### src/rtl/div_issue_ctrl.sv
// EXE-stage sequencer for the signed/unsigned AXI-Stream divider IPs: one operand beat per
// DIV/DIVU, EXE held until the result returns, a single HI/LO write, flush-safe draining.
module div_issue_ctrl #(
    parameter int unsigned DIV_TIMEOUT = 255
) (
    input  logic        clk,
    input  logic        resetn,
    input  logic        op_valid,
    input  logic        op_div,
    input  logic        op_divu,
    input  logic        es_advance,
    input  logic        flush,
    output logic        div_tvalid,
    input  logic        div_tready,
    input  logic        div_dout_valid,
    input  logic [63:0] div_dout,
    output logic        divu_tvalid,
    input  logic        divu_tready,
    input  logic        divu_dout_valid,
    input  logic [63:0] divu_dout,
    output logic [1:0]  hl_we,
    output logic [31:0] hi_wdata,
    output logic [31:0] lo_wdata,
    output logic        stall,
    output logic        busy,
    output logic        err
);
    localparam int unsigned CNT_W  = 8;
    localparam int unsigned DATA_W = 32;
    localparam logic [CNT_W-1:0] CNT_MAX = CNT_W'(DIV_TIMEOUT);

    typedef struct packed {
        logic [DATA_W-1:0] quot;
        logic [DATA_W-1:0] rem;
    } div_res_t;

    typedef enum logic [2:0] {
        S_IDLE, S_ISSUE, S_ISSUE_F, S_WAIT, S_DONE, S_DRAIN
    } state_e;

    state_e            state_q, state_d;
    logic              sel_q, sel_d;
    logic [CNT_W-1:0]  cnt_q, cnt_d;
    logic              err_q, err_d;
    logic [DATA_W-1:0] hi_q, hi_d;
    logic [DATA_W-1:0] lo_q, lo_d;
    logic [1:0]        hl_we_q, hl_we_d;
    logic              div_tvalid_q, div_tvalid_d;
    logic              divu_tvalid_q, divu_tvalid_d;
    logic              busy_q, busy_d;

    logic              div_op_c;
    logic              sel_tready_c;
    logic              sel_dvalid_c;
    div_res_t          sel_res_c;
    logic              in_cnt_q_c, in_cnt_d_c;

    // sel_q steers every handshake to the IP that received the operands
    assign div_op_c     = op_valid & (op_div | op_divu);
    assign sel_tready_c = sel_q ? divu_tready : div_tready;
    assign sel_dvalid_c = sel_q ? divu_dout_valid : div_dout_valid;
    assign sel_res_c    = div_res_t'(sel_q ? divu_dout : div_dout);
    assign in_cnt_q_c   = (state_q == S_WAIT) || (state_q == S_DRAIN);
    assign in_cnt_d_c   = (state_d == S_WAIT) || (state_d == S_DRAIN);

    always_comb begin
        state_d       = state_q;
        sel_d         = sel_q;
        cnt_d         = cnt_q;
        err_d         = err_q;
        hi_d          = hi_q;
        lo_d          = lo_q;
        hl_we_d       = 2'b00;

        case (state_q)
            S_IDLE: begin
                if (div_op_c && !flush) begin
                    state_d = S_ISSUE;
                    sel_d   = op_divu;
                end
            end
            S_ISSUE: begin
                if (sel_tready_c) state_d = flush ? S_DRAIN : S_WAIT;
                else if (flush)   state_d = S_ISSUE_F;
            end
            S_ISSUE_F: begin
                if (sel_tready_c) state_d = S_DRAIN;
            end
            S_WAIT: begin
                if (flush) begin
                    state_d = sel_dvalid_c ? S_IDLE : S_DRAIN;
                end else if (sel_dvalid_c) begin
                    state_d = S_DONE;
                    hi_d    = sel_res_c.rem;
                    lo_d    = sel_res_c.quot;
                    hl_we_d = 2'b11;
                end
            end
            S_DONE: begin
                if (es_advance || flush) state_d = S_IDLE;
            end
            S_DRAIN: begin
                if (sel_dvalid_c) state_d = S_IDLE;
            end
            default: state_d = S_IDLE;
        endcase

        // Watchdog restarts on every entry into WAIT/DRAIN and saturates there
        if (in_cnt_d_c && (state_d != state_q)) begin
            cnt_d = '0;
        end else if (in_cnt_q_c && in_cnt_d_c && (cnt_q != CNT_MAX)) begin
            cnt_d = cnt_q + CNT_W'(1);
        end
        if (in_cnt_d_c && (cnt_d == CNT_MAX)) err_d = 1'b1;

        div_tvalid_d  = ((state_d == S_ISSUE) || (state_d == S_ISSUE_F)) && !sel_d;
        divu_tvalid_d = ((state_d == S_ISSUE) || (state_d == S_ISSUE_F)) && sel_d;
        busy_d        = (state_d != S_IDLE);
    end

    always_ff @(posedge clk or negedge resetn) begin
        if (!resetn) begin
            state_q       <= S_IDLE;
            sel_q         <= 1'b0;
            cnt_q         <= '0;
            err_q         <= 1'b0;
            hi_q          <= '0;
            lo_q          <= '0;
            hl_we_q       <= 2'b00;
            div_tvalid_q  <= 1'b0;
            divu_tvalid_q <= 1'b0;
            busy_q        <= 1'b0;
        end else begin
            state_q       <= state_d;
            sel_q         <= sel_d;
            cnt_q         <= cnt_d;
            err_q         <= err_d;
            hi_q          <= hi_d;
            lo_q          <= lo_d;
            hl_we_q       <= hl_we_d;
            div_tvalid_q  <= div_tvalid_d;
            divu_tvalid_q <= divu_tvalid_d;
            busy_q        <= busy_d;
        end
    end

    // stall must react to the instruction sitting in EXE this cycle
    assign stall       = div_op_c && !flush && (state_q != S_DONE);
    assign div_tvalid  = div_tvalid_q;
    assign divu_tvalid = divu_tvalid_q;
    assign hl_we       = hl_we_q;
    assign hi_wdata    = hi_q;
    assign lo_wdata    = lo_q;
    assign busy        = busy_q;
    assign err         = err_q;

endmodule

### config.mk
export PLATFORM = sky130hd
export DESIGN_NAME = div_issue_ctrl
export DESIGN_NICKNAME = d
export VERILOG_FILES = /design/src/rtl/div_issue_ctrl.sv
export SDC_FILE = /design/constraint.sdc
export NUM_CORES = 1
export LEC_CHECK = 0
export CORE_AREA = 4 4 121 94
export CTS_BUF_LIST = sky130_fd_sc_hd__clkbuf_8
export DETAILED_ROUTE_END_ITERATION = 12
export DIE_AREA = 0 0 125 98
export GPL_TIMING_DRIVEN = 0
export HOLD_SLACK_MARGIN = 0.02
export PLACE_DENSITY_LB_ADDON = 0.2
export REMOVE_ABC_BUFFERS = 1
export SLEW_MARGIN = 20
export SYNTH_ARGS = -nofsm -noshare
export SYNTH_HDL_FRONTEND = slang
export SYNTH_SLANG_ARGS = --single-unit
export TNS_END_PERCENT = 30
### constraint.sdc
create_clock -name clk -period 2.7 [get_ports clk]
set_clock_uncertainty 0.05 [all_clocks]
set_input_delay 0.54 -clock clk [delete_from_list [all_inputs] [get_ports clk]]
set_output_delay 0.54 -clock clk [all_outputs]
set_load 0.1 [all_outputs]
==> results.yml <==
timing:
  hold_violations: 0
  drv_slew: 0
  finalCritPeriodShare: 0.982
  fin_ws_ns: 0.0496
  rsz0062_at_grt: "no"
  worst_pin_slew_ns: 1.03
  hold_ws_ns: 0.0881
  fin_crit_ns: 2.65
  fmax_mhz: 377
  slew_headroom: 0.310
  finalSetupViolCount: 0
logic_synthesis:
  synth_area_mm2: 0.00412
  netlist.area_leader.share: 0.493
  seq_area_frac_synth: 0.493
  synth-seq-cells: 81
  synthFlopType: "dfrtp_1"
  synth_area_leaders: "dfrtp_1 (49%), mux2i_1 (16%), a21oi_1 (9.5%), nor2_1 (6.4%), xnor2_1 (2.1%)"
  synthArstFlopShare: 1.00
  avgSynthCellArea_um2: 10.1
  syn_inst: 406
  synth_top_cell_by_area: "dfrtp_1"
  synth_cell_types: 46
  yosysWarnings: 0
  synth_edf_count: 0
critical_path:
  reg2reg_setup_slack_ns: 0.24
  reg2reg_depth: 7
  crit_family: "buffers and inverters"
  crit_required_ns: 2.11
  crit_type: "in2out"
  cpMaxStageDelayCell: "clkdlybuf4s50_1"
  end_kind: "output pin"
  rr_startpoint: "sel_q$_DFF_PN0_"
  cp.arrival_ns: 2.06
  cp_max_fo: 6
  critPathMaxStageDelay_ns: 0.51
  start_kind: "input pin"
  critPathBufInv: 3
  r2r_end: "err$_DFFE_PN0P_"
  path_cells: "clkdlybuf4s50_1, inv_1, o211ai_1, a21oi_1, buf_2"
floorplan:
  core_area_mm2: 0.0102
  die_w_um: 125
  num_rows: 32
  die-area_mm2: 0.0123
  die_h_um: 98
  start_util: 0.405
  io_pins: 210
layout:
  finalNetCount: 750
  area_growth_pct: 61.8
  antenna_cells: 0
  drive_gt1_frac: 0.0700
  post-route-util: 0.655
global_routing:
  grt_pass1_vias: 3700
  grt_pass1_wl_um: 19100
  grt_usage: 0.193
  grt.overflow.total: 0
  grt_max_degree: 50
  antenna_found_initial: 0
cts:
  cts.clk_slew.worst_paths_ns: 0.08
  cts_sinks: 81
  clock_latency_ns: 0.34
  cts-root-buf: "clkbuf_8"
  cts_tree: "done"
  cts_buffer_depth: 2
  cts_htree_levels: 3
  numCtsBuffers: 9
drt:
  viasPerCell: 4.96
  drt-wirelength-per-cell_um: 16.1
  detail-route-antenna-nets: 0
  dr.pass1.iters: 4
  drcViolationCount: 0
  via_count: 3720
  wl_um: 12000
  drt_iter0_markers: 170
flow_run:
  cap_violations: 0
place:
  port_buffers: 209
  hpwl_um: 9480
  routabilityCongestion: 0.869
  place_ws_ns: -0.630
status:
  outcome: "completed"
hold_path:
  hp-class: "in2async"
[cell usage in the layout, fill, tap and decap left out, types with 2 or more instances in the layout]
master,Yosys,final
a2111oi_4,2,2
buf_6,3,4
o21ai_0,4,4
o21ai_1,2,2
nor3_1,4,3
xnor2_1,10,10
a21oi_1,78,78
bufinv_16,0,3
nor2_1,70,70
buf_4,1,8
buf_16,0,3
nand4_1,4,4
mux2i_1,65,65
nor2b_1,2,2
a211oi_1,4,4
o22ai_1,2,2
a21o_1,2,2
mux2_2,2,2
clkdlybuf4s50_1,0,207
nand2b_1,3,3
inv_1,7,7
clkbuf_8,0,10
nand2_1,6,5
dfrtp_1,81,80
nand3_1,7,7
[synthesized netlist by cell type, types with 2 or more instances]
| cell | count |
|---|---|
| nor3_1 | 4 |
| nand3_1 | 7 |
| o21ai_0 | 4 |
| inv_1 | 7 |
| o22ai_1 | 2 |
| nand2b_1 | 3 |
| a2111oi_4 | 2 |
| mux2i_1 | 65 |
| clkbuf_1 | 18 |
| buf_6 | 3 |
| nor2_1 | 70 |
| dfrtp_1 | 81 |
| a211oi_1 | 4 |
| a21oi_1 | 78 |
| mux2_2 | 2 |
| buf_1 | 3 |
| nand4_1 | 4 |
| o21ai_1 | 2 |
| nor2b_1 | 2 |
| clkbuf_2 | 2 |
| xnor2_1 | 10 |
| buf_2 | 3 |
| nand2_1 | 6 |
| a21o_1 | 2 |
[through the flow]
stage | cells | setup TNS [ns] | instance area, um^2
5_1_grt | 750 | 0 | 6660
2_1_floorplan | 376 | -456.66 | 3970
6_report | 750 | 0 | 6660
4_1_cts | 750 | 0 | 6660
3_3_place_gp | 721 | -823.77 | 6230
3_5_place_dp | 733 | -2.82 | 6380
[worst max path at each step]
stage | slack [ns] | endpoint | cells past startpoint | startpoint
final | 0.05 | stall | 5 | flush
after global routing | 0.007 | stall | 5 | flush
after CTS | 0.07 | stall | 5 | flush
after detailed placement | -0.63 | stall | 5 | flush
after global placement | -10.04 | hl_we[0]$_DFF_PN0_ | 2 | sel_q$_DFF_PN0_
after floorplan | -6.98 | hl_we[0]$_DFF_PN0_ | 2 | sel_q$_DFF_PN0_
[registers in the layout, summed over array words and instances, names as in the netlist]
register     cells
busy             1
sel_q            1
lo_wdata        32
cnt_q            8
hi_wdata        32
divu_tvalid      1
hl_we            1
err              1
state_q          3
div_tvalid       1
[worst reg2reg max path, cell delays in order, from the launching register on]
cell and delay, ns:
dfrtp_4 0.44, buf_4 0.32, mux2_4 0.39, o22ai_1 0.17, a32o_1 0.24, inv_1 0.06, a2111o_1 0.42, o31ai_1 0.26
[routing by layer]
metal / routed length, um / vias up / GRT usage
met5: 0 / - / 0
met4: 110 / 0 / 0.0442
met3: 982 / 11 / 0.0722
met2: 5810 / 153 / 0.317
met1: 5150 / 1720 / 0.245
li1: - / 1836 / -
[logic make-up after synthesis]
| logic type | after synthesis | share of synthesized area |
|---|---|---|
| AO/OA/AOI/OAI | 105 | 0.157 |
| XOR/XNOR | 12 | 0.0274 |
| adder cells (fa/ha/maj) | 1 | 0.00304 |
| buffers and inverters | 37 | 0.0417 |
| flip-flops | 81 | 0.493 |
| multiplexers | 69 | 0.173 |
| AND/OR/NAND/NOR | 101 | 0.106 |
[repair_timing]
action / CTS / global route
buffers inserted: 2 / 0
resized for setup: 6 / 0
hold buffers: 0 / 0
setup endpoints to repair: 27 / 0
[cell type report]
cell class	instances	area, um^2
timing repair buffer	223	2260
multi-input combinational	288	1920
clock inverter	5	104
tap	136	170
inverter	7	26.3
fill	836	3510
clock buffer	10	138
sequential	81	2030
Power is not shown: default switching activity piles up to over one toggle a cycle in this logic, so the estimate is an artifact.
